===== src/rtl/rx_deframer.sv =====
// RX frame consumer: hunts for frame headers, strips header/timestamp/FCS, forwards payload
// with ready/valid and checks CRC-16. Sequence tracking is built only with RX_DEFRAMER_SEQ_CHECK_EN.
module rx_deframer #(
  parameter int NB_SAMPLES = 256
) (
  input  logic        i_clk,
  input  logic        i_reset_n,
  input  logic        i_empty,
  input  logic [31:0] i_data,
  output logic        o_read,
  output logic        o_valid,
  output logic [31:0] o_data,
  output logic        o_sof,
  output logic        o_eof,
  input  logic        i_ready,
  output logic [63:0] o_timestamp,
  output logic        o_frame_done,
  output logic        o_crc_ok,
  output logic        o_seq_err,
  input  logic        i_clr_cnt,
  output logic [15:0] o_crc_err_cnt,
  output logic [15:0] o_seq_err_cnt,
  output logic [15:0] o_sync_loss_cnt
);

  typedef enum logic [2:0] {HUNT, TS_MSB, TS_LSB, PAYLOAD, FCS} state_e;

  localparam int CW = 10;
  localparam logic [CW-1:0] CNT_LAST = CW'(NB_SAMPLES - 1);

  function automatic logic [15:0] crc16_step(input logic [15:0] crc, input logic [31:0] d);
    logic [15:0] c;
    c = crc;
    for (int i = 31; i >= 0; i--) begin
      c = {c[14:0], 1'b0} ^ ((c[15] ^ d[i]) ? 16'h1021 : 16'h0000);
    end
    return c;
  endfunction

  function automatic logic [15:0] sat_inc(input logic [15:0] v, input logic inc, input logic clr);
    if (clr) return 16'h0000;
    if (inc && (v != 16'hFFFF)) return v + 16'd1;
    return v;
  endfunction

  state_e         state_q, state_d;
  logic [CW-1:0]  cnt_q, cnt_d;
  logic [15:0]    crc_q, crc_d;
  logic [31:0]    ts_hi_q, ts_hi_d;
  logic [63:0]    ts_q, ts_d;
  logic           valid_q, valid_d;
  logic [31:0]    data_q, data_d;
  logic           sof_q, sof_d;
  logic           eof_q, eof_d;
  logic           done_q, done_d;
  logic           crc_ok_q, crc_ok_d;
  logic [15:0]    crc_cnt_q, sync_cnt_q;
  logic           pop, is_hdr, fcs_bad, crc_fail;

  assign is_hdr = (i_data[31:16] == 16'hCAFE) && !i_data[15];
  // The payload register may only be overwritten once its current word has been taken.
  assign pop    = !i_empty && ((state_q != PAYLOAD) || !valid_q || i_ready);

  // NOTE: every always_comb output gets a default first so no path infers a latch.
  always_comb begin
    state_d  = state_q;
    cnt_d    = cnt_q;
    crc_d    = crc_q;
    ts_hi_d  = ts_hi_q;
    ts_d     = ts_q;
    valid_d  = valid_q && !i_ready;
    data_d   = data_q;
    sof_d    = sof_q;
    eof_d    = eof_q;
    done_d   = 1'b0;
    crc_ok_d = crc_ok_q;
    fcs_bad  = 1'b0;
    crc_fail = 1'b0;
    if (pop) begin
      case (state_q)
        HUNT:    if (is_hdr) state_d = TS_MSB;
        TS_MSB: begin
          ts_hi_d = i_data;
          state_d = TS_LSB;
        end
        TS_LSB: begin
          ts_d    = {ts_hi_q, i_data};
          crc_d   = 16'hFFFF;
          cnt_d   = CNT_LAST;
          state_d = PAYLOAD;
        end
        PAYLOAD: begin
          valid_d = 1'b1;
          data_d  = i_data;
          sof_d   = (cnt_q == CNT_LAST);
          eof_d   = (cnt_q == '0);
          crc_d   = crc16_step(crc_q, i_data);
          if (cnt_q == '0) state_d = FCS;
          else             cnt_d   = cnt_q - 1'b1;
        end
        FCS: begin
          done_d  = 1'b1;
          state_d = HUNT;
          if (i_data[31:16] == 16'hC0DE) begin
            crc_ok_d = (crc_q == i_data[15:0]);
            crc_fail = (crc_q != i_data[15:0]);
          end else begin
            crc_ok_d = 1'b0;
            fcs_bad  = 1'b1;
          end
        end
        default: state_d = HUNT;
      endcase
    end
  end

  // NOTE: sequential state uses non-blocking assignments so all registers update together.
  always_ff @(posedge i_clk or negedge i_reset_n) begin
    if (!i_reset_n) begin
      state_q    <= HUNT;
      cnt_q      <= '0;
      crc_q      <= 16'hFFFF;
      ts_hi_q    <= '0;
      ts_q       <= '0;
      valid_q    <= 1'b0;
      data_q     <= '0;
      sof_q      <= 1'b0;
      eof_q      <= 1'b0;
      done_q     <= 1'b0;
      crc_ok_q   <= 1'b0;
      crc_cnt_q  <= '0;
      sync_cnt_q <= '0;
    end else begin
      state_q    <= state_d;
      cnt_q      <= cnt_d;
      crc_q      <= crc_d;
      ts_hi_q    <= ts_hi_d;
      ts_q       <= ts_d;
      valid_q    <= valid_d;
      data_q     <= data_d;
      sof_q      <= sof_d;
      eof_q      <= eof_d;
      done_q     <= done_d;
      crc_ok_q   <= crc_ok_d;
      crc_cnt_q  <= sat_inc(crc_cnt_q, crc_fail, i_clr_cnt);
      sync_cnt_q <= sat_inc(sync_cnt_q, fcs_bad, i_clr_cnt);
    end
  end

`ifdef RX_DEFRAMER_SEQ_CHECK_EN
  logic [14:0] seq_ref_q;
  logic        ref_valid_q, seq_pend_q, seq_err_q;
  logic [15:0] seq_cnt_q;
  logic        hdr_hit, fcs_done;

  assign hdr_hit  = pop && (state_q == HUNT) && is_hdr;
  assign fcs_done = pop && (state_q == FCS);

  // The discontinuity is judged at the header but reported with that frame's status pulse.
  always_ff @(posedge i_clk or negedge i_reset_n) begin
    if (!i_reset_n) begin
      seq_ref_q   <= '0;
      ref_valid_q <= 1'b0;
      seq_pend_q  <= 1'b0;
      seq_err_q   <= 1'b0;
      seq_cnt_q   <= '0;
    end else begin
      if (hdr_hit) begin
        seq_pend_q  <= ref_valid_q && (i_data[14:0] != seq_ref_q + 15'd1);
        seq_ref_q   <= i_data[14:0];
        ref_valid_q <= 1'b1;
      end
      if (fcs_done) begin
        seq_err_q <= seq_pend_q;
        if (fcs_bad) ref_valid_q <= 1'b0;
      end
      seq_cnt_q <= sat_inc(seq_cnt_q, fcs_done && seq_pend_q, i_clr_cnt);
    end
  end

  assign o_seq_err     = seq_err_q;
  assign o_seq_err_cnt = seq_cnt_q;
`else
  assign o_seq_err     = 1'b0;
  assign o_seq_err_cnt = 16'h0000;
`endif

  assign o_read          = pop;
  assign o_valid         = valid_q;
  assign o_data          = data_q;
  assign o_sof           = sof_q;
  assign o_eof           = eof_q;
  assign o_timestamp     = ts_q;
  assign o_frame_done    = done_q;
  assign o_crc_ok        = crc_ok_q;
  assign o_crc_err_cnt   = crc_cnt_q;
  assign o_sync_loss_cnt = sync_cnt_q;

endmodule


===== config.mk =====
export PLATFORM = sky130hd
export DESIGN_NAME = rx_deframer
export DESIGN_NICKNAME = d
export VERILOG_FILES = /design/src/rtl/rx_deframer.sv
export SDC_FILE = /design/constraint.sdc
export NUM_CORES = 1
export LEC_CHECK = 0
export CAP_MARGIN = 20
export CORE_ASPECT_RATIO = 0.8
export CORE_MARGIN = 5
export CORE_UTILIZATION = 45
export CTS_BUF_LIST = sky130_fd_sc_hd__clkbuf_4 sky130_fd_sc_hd__clkbuf_8
export DETAILED_ROUTE_END_ITERATION = 7
export PLACE_DENSITY = 0.71
export RECOVER_POWER = 100
export SETUP_SLACK_MARGIN = 0.15
export SYNTH_ARGS = -nofsm -noshare
export SYNTH_HDL_FRONTEND = slang
export SYNTH_SLANG_ARGS = --single-unit

===== constraint.sdc =====
create_clock -name i_clk -period 8.65 [get_ports i_clk]
set_input_delay 1.2975 -clock i_clk [delete_from_list [all_inputs] [get_ports i_clk]]
set_output_delay 1.2975 -clock i_clk [all_outputs]
set_load 0.005 [all_outputs]

---- Word-level counts from Yosys, hierarchy flattened ----
Index checks and enable logic that the tools add are counted.
storage, ports and cells
  input port bits ......................... 37
  output and inout port bits .............. 151
  memories kept ........................... 0
  memory bits (writable) .................. 0
  bits in read-only memories .............. 0
  logic and storage cells ................. 179
  bits in latches ......................... 0
  register bits ........................... 194
operators by class
  reduce and logical (&&, ||, !) cells .... 23
  equal/unequal tests ..................... 15
  magnitude comparators ................... 0
  multiply operators ...................... 0
  muxes and demuxes ....................... 61
  bitwise logic cells ..................... 64
  shifts and indexed selects .............. 0
  divide/modulo/power cells ............... 0
  add/sub/neg operators ................... 3
operator list
  kind                   count
  $xor 16x13->16         32
  $mux 13                32
  $mux 16                7
  $add 16x1->16 const B  2
  $eq 16x16->1 const B   2
  $ne 16x16->1 const B   2
  $pmux 16 s2            1
  $xor 1x1->1            32
  $pmux 10 s2            1
  $eq 16x16->1           1
  $mux 1                 16
  $ne 16x16->1           1
  $pmux 3 s4             1
  $eq 10x8->1 const B    1
  $logic_not 10->1       1
  $mux 10                1
  $reduce_and 2->1       5
  $sub 10x1->10 const B  1
  $eq 3x2->1 const B     2
  $mux 3                 2
  $ne 2x2->1 const B     3
  $reduce_and 3->1       2
  $reduce_bool 2->1      3
  $logic_and 1x1->1      5
  other kinds (6)        10

---- Longest topological paths before layout ----
  word-level depth ........................ 97
  depth in mapped cells ................... 9
  depth with buffers taken out ............ 8

---- Worst setup path after synthesis ----
Ideal clock, no wire load.
  kind .................................... input to register
  start ................................... input i_data[28]
  end ..................................... register crc_q[13]
  setup time .............................. 0.073 ns
  buffers on the path ..................... 0
  arrival ................................. 3.480 ns
  slack ................................... 5.097 ns
  cell stages on the path ................. 7
  required time ........................... 8.577 ns
  cell sequence ........................... xnor2_1 xor2_1 xnor3_1 xnor2_1 xnor3_2 xnor3_1 a21oi_1
on the way
  longest elaborated chain between the ends .. 42
  elaborated cells on any way between the ends .. 52
RTL lines
  item                                           RTL line  source
  start, declared                                9         input logic [31:0] i_data,
  $xor 1x1->1 (*)                                35        c = {c[14:0], 1'b0} ^ ((c[15] ^ d[i]) ? 16'h1021 : 16'h0000);
  $mux 13 (*)                                    35
  $xor 16x13->16 (*) (4 in a row)                35
  $xor 1x1->1 or $xor 16x13->16 (tied branches)  35
  $mux 13 or $xor 16x13->16 (tied branches)      35
  $xor 16x13->16 (*) (4 in a row)                35
  $xor 1x1->1 or $xor 16x13->16 (tied branches)  35
  $mux 13 (tied with other cells)                35
  (+6 left out)                                  --
  $xor 16x13->16 (*) (4 in a row)                35
  $xor 1x1->1 or $xor 16x13->16 (tied branches)  35
  $mux 13 (tied with other cells)                35
  $xor 16x13->16 (*) (4 in a row)                35
  $xor 1x1->1 or $xor 16x13->16 (tied branches)  35
  $mux 13 (tied with other cells)                35
  $xor 16x13->16 (*) (9 in a row)                35
  $pmux 16 s2 (*)                                80        case (state_q)
  end signal, assigned                           136       crc_q <= crc_d;
  end, declared                                  48        logic [15:0] crc_q, crc_d;
Mark *: on every way between the ends. The rest lies on a longest branch, timed or not.
A chain may end at the register's enable or synchronous reset.

---- Final worst setup path ----
  start ................................... input i_empty
  end ..................................... register ts_q[21], in the netlist o_timestamp[21]
on the way
  longest elaborated chain between the ends .. 3
RTL lines
  item                        RTL line  source
  start, declared             8         input logic i_empty,
  $logic_not 1->1             62        assign pop = !i_empty && ((state_q != PAYLOAD) || !valid_q || i_ready);
  $logic_and 1x1->1           62
  $reduce_and 2->1 (no line)  --
  end signal, assigned        138       ts_q <= ts_d;
  end, declared               50        logic [63:0] ts_q, ts_d;
Every way passes these cells.

==> run metrics <==
die width=170 um; Vias/cell=5.09; Non-Filler Instances=1,365; Worst setup SP type=input port; n_diodes=0; Leak=5.71 nW; Switching Fraction=38.0%; Commonest cells post-synth=nand2_1 (313), dfrtp_1 (178), xnor2_1 (63); share of cells above drive strength 1=8.76%; first-pass GRT wire length=39.6 mm; Pwr Density=419 mW/mm2; setup ws final=3600 ps; # setup viols final=0; gr usage total=21.3%; pre-CTS setup slack=4220 ps; maximum fanout along the worst path=41; placed insts=1,332; clock buffer depth=2; flops & latches, synth=194; Yosys top cell by area=dfrtp_1; CORE AREA=0.0205 mm2; Max stage delay on crit path=1470 ps; GPL Wtd Cong=0.934; Iter 0 DRT Violations=443; hold buffers post-CTS=0; Via Count=6,943; root buffer cell=clkbuf_8; die area=0.0236 mm2; WS Path Type=input port to flip-flop; cell internal pwr=3.02 mW; CP Data Required Time=9040 ps; area of the mapped netlist=0.00927 mm2; CTS tree=built; routed wire length=24.5 mm; Slowest-stage cell, CP=clkbuf_1; IO Pins=188; Final nets=1,125; vias in the first global route=6,876; clock network power share=12.8%; total global routing overflow=0; final instance area=0.0116 mm2; relative slew slack=-31.5%; die height=138 um; clock sink count=194; violated checks=max-capacitance violations, max-slew violations; # rows=47; HPWL Detailed=17.4 mm; cts bufs inserted=17; worst ir drop on vdd=0.384 mV; dominant synthesized flop cell=dfrtp_1; power share of the sequential group=30.0%; most used cell, CP=nand2_1; # DRC=0; TNS Setup=0 ps; Initial Util=45.3%; Port Buf Inserts=170; Worst Max-Slew Pin Slew=1970 ps; top-count cell post-synth=nand2_1; Area contributors post-synth=dfrtp_1 (48%), nand2_1 (13%), xnor2_1 (6.0%); switching power=1.85 mW; fmax=198 MHz; async set-reset flop share out of synthesis=100%; initial antenna violation count=0; Pins Over Slew Limit=75; worst path cell trace=dlygate4sd3_1 > or3b_2 > or2_0 > clkbuf_1 > nand2_1 > nand2_1; Period minus WS final=5050 ps; Final ANT Viol Nets=0; H-tree levels=4; crit path DAT=5450 ps; Fin. Hold Viols=0; Crit. End Element=flip-flop; Worst-Skew Late Latency=470 ps; post-synthesis cell count=919; Yosys warnings=0; Gate power share=57.2%; fin crit share=58.4%; RSZ-0062 raised after global routing=no; largest net degree at the start of global routing=115; drt pass-1 iters=5; postcts setup bufs=0; post-cts resize count=0; status=finished with violations; Final Skew=13.9 ps; post-synthesis sequential area ratio=52.6%; area growth from synthesis to layout=25.5%; post-synth cell types=48; Worst-path clk slew=100 ps; HP Class=flip-flop to flip-flop; mean post-synth cell area=10.1 um2; Max Cap Viol=2; EDFF count, synth=0; Layout fillers=1,818; area fraction of the dominant cell type after synthesis=48.1%; wire per inst=18.0 um; dpl cell area=0.0112 mm2
per-stage QoR:
| step | utilization [%] | power (mW) | hold slack (ps) |
|---|---|---|---|
| after CTS | 56.9 | 5.02 | 461 |
| after global routing | 56.8 | 5.21 | 475 |
| final | 56.8 | 4.87 | 460 |
| after floorplan | - | 3.47 | 435 |
| after detailed placement | 54.9 | 4.37 | 450 |
| after global placement | 54.7 | 4.35 | 447 |
power groups by stage:
stage,Sequential (mW),Clock (mW),Combinational [mW]
3_5_place_dp,1.49,0,2.88
6_report,1.46,0.622,2.79
2_1_floorplan,1.46,0,2.01
4_1_cts,1.48,0.643,2.90
3_3_place_gp,1.48,0,2.86
5_1_grt,1.51,0.681,3.02
cell usage in the layout, fill, tap and decap left out, types with 18 or more instances in the layout:
cell	count
clkbuf_8	18
xor2_1	50
dlygate4sd3_1	140
nand2_1	313
nor2_1	52
a21oi_1	19
dfrtp_1	178
xnor2_1	63
clkdlybuf4s50_1	29
mux2_2	32
state kept, by name, indices dropped and copies added, names as in the netlist, 3 cells and up:
| name | flops |
|---|---|
| o_timestamp | 64 |
| o_data | 32 |
| ts_hi_q | 32 |
| crc_q | 16 |
| o_crc_err_cnt | 16 |
| o_sync_loss_cnt | 16 |
| cnt_q | 10 |
| state_q | 3 |
per-layer routing:
metal / vias to the layer above / routed length, um / global-route usage, %
li1: 3257 / - / -
met1: 3467 / 11500 / 31.9
met2: 189 / 11000 / 31.2
met3: 30 / 1580 / 4.97
met4: 0 / 441 / 5.84
met5: - / 0 / 0
critical path: cells and delay by family:
kind | cells | cell delay [ps]
buffers and inverters | 2 | 2170
and+or+nand+nor | 4 | 1970
logic make-up after synthesis:
group	count (synthesis)	share of synthesized area, %
flip-flops	194	52.6
AND/OR/NAND/NOR	449	20.4
multiplexers	35	4.21
other	1	0.0405
adder cells (fa/ha/maj)	5	0.675
XOR/XNOR	137	16.5
AO/OA/AOI/OAI	37	2.36
buffers and inverters	61	3.17
final cells by class:
type                    count  area [um2]  area share [%]
flip-flops and latches    194        4870            41.9
multi-input cells         680        4170            35.8
repair buffers            182        1810            15.6
well taps                 269         337            2.89
clock buffers              17         234            2.01
clock inverters            15         178            1.53
inverters                   8        30.0           0.258
final timing paths:
kind | start | end | slack (ps) | cells past startpoint
min in group asynchronous | i_reset_n | o_crc_err_cnt[6] | 920 | 1
hold / removal | ts_hi_q[10] | o_timestamp[42] | 460 | 2
hold reg to reg | ts_hi_q[10] | o_timestamp[42] | 460 | 2
setup / recovery | i_empty | o_timestamp[21] | 3600 | 6
max in group asynchronous | i_reset_n | crc_q[1] | 5760 | 3
setup reg to reg | state_q[2] | o_timestamp[21] | 4590 | 5
No activity file was read; power rests on OpenSTA's default activity.
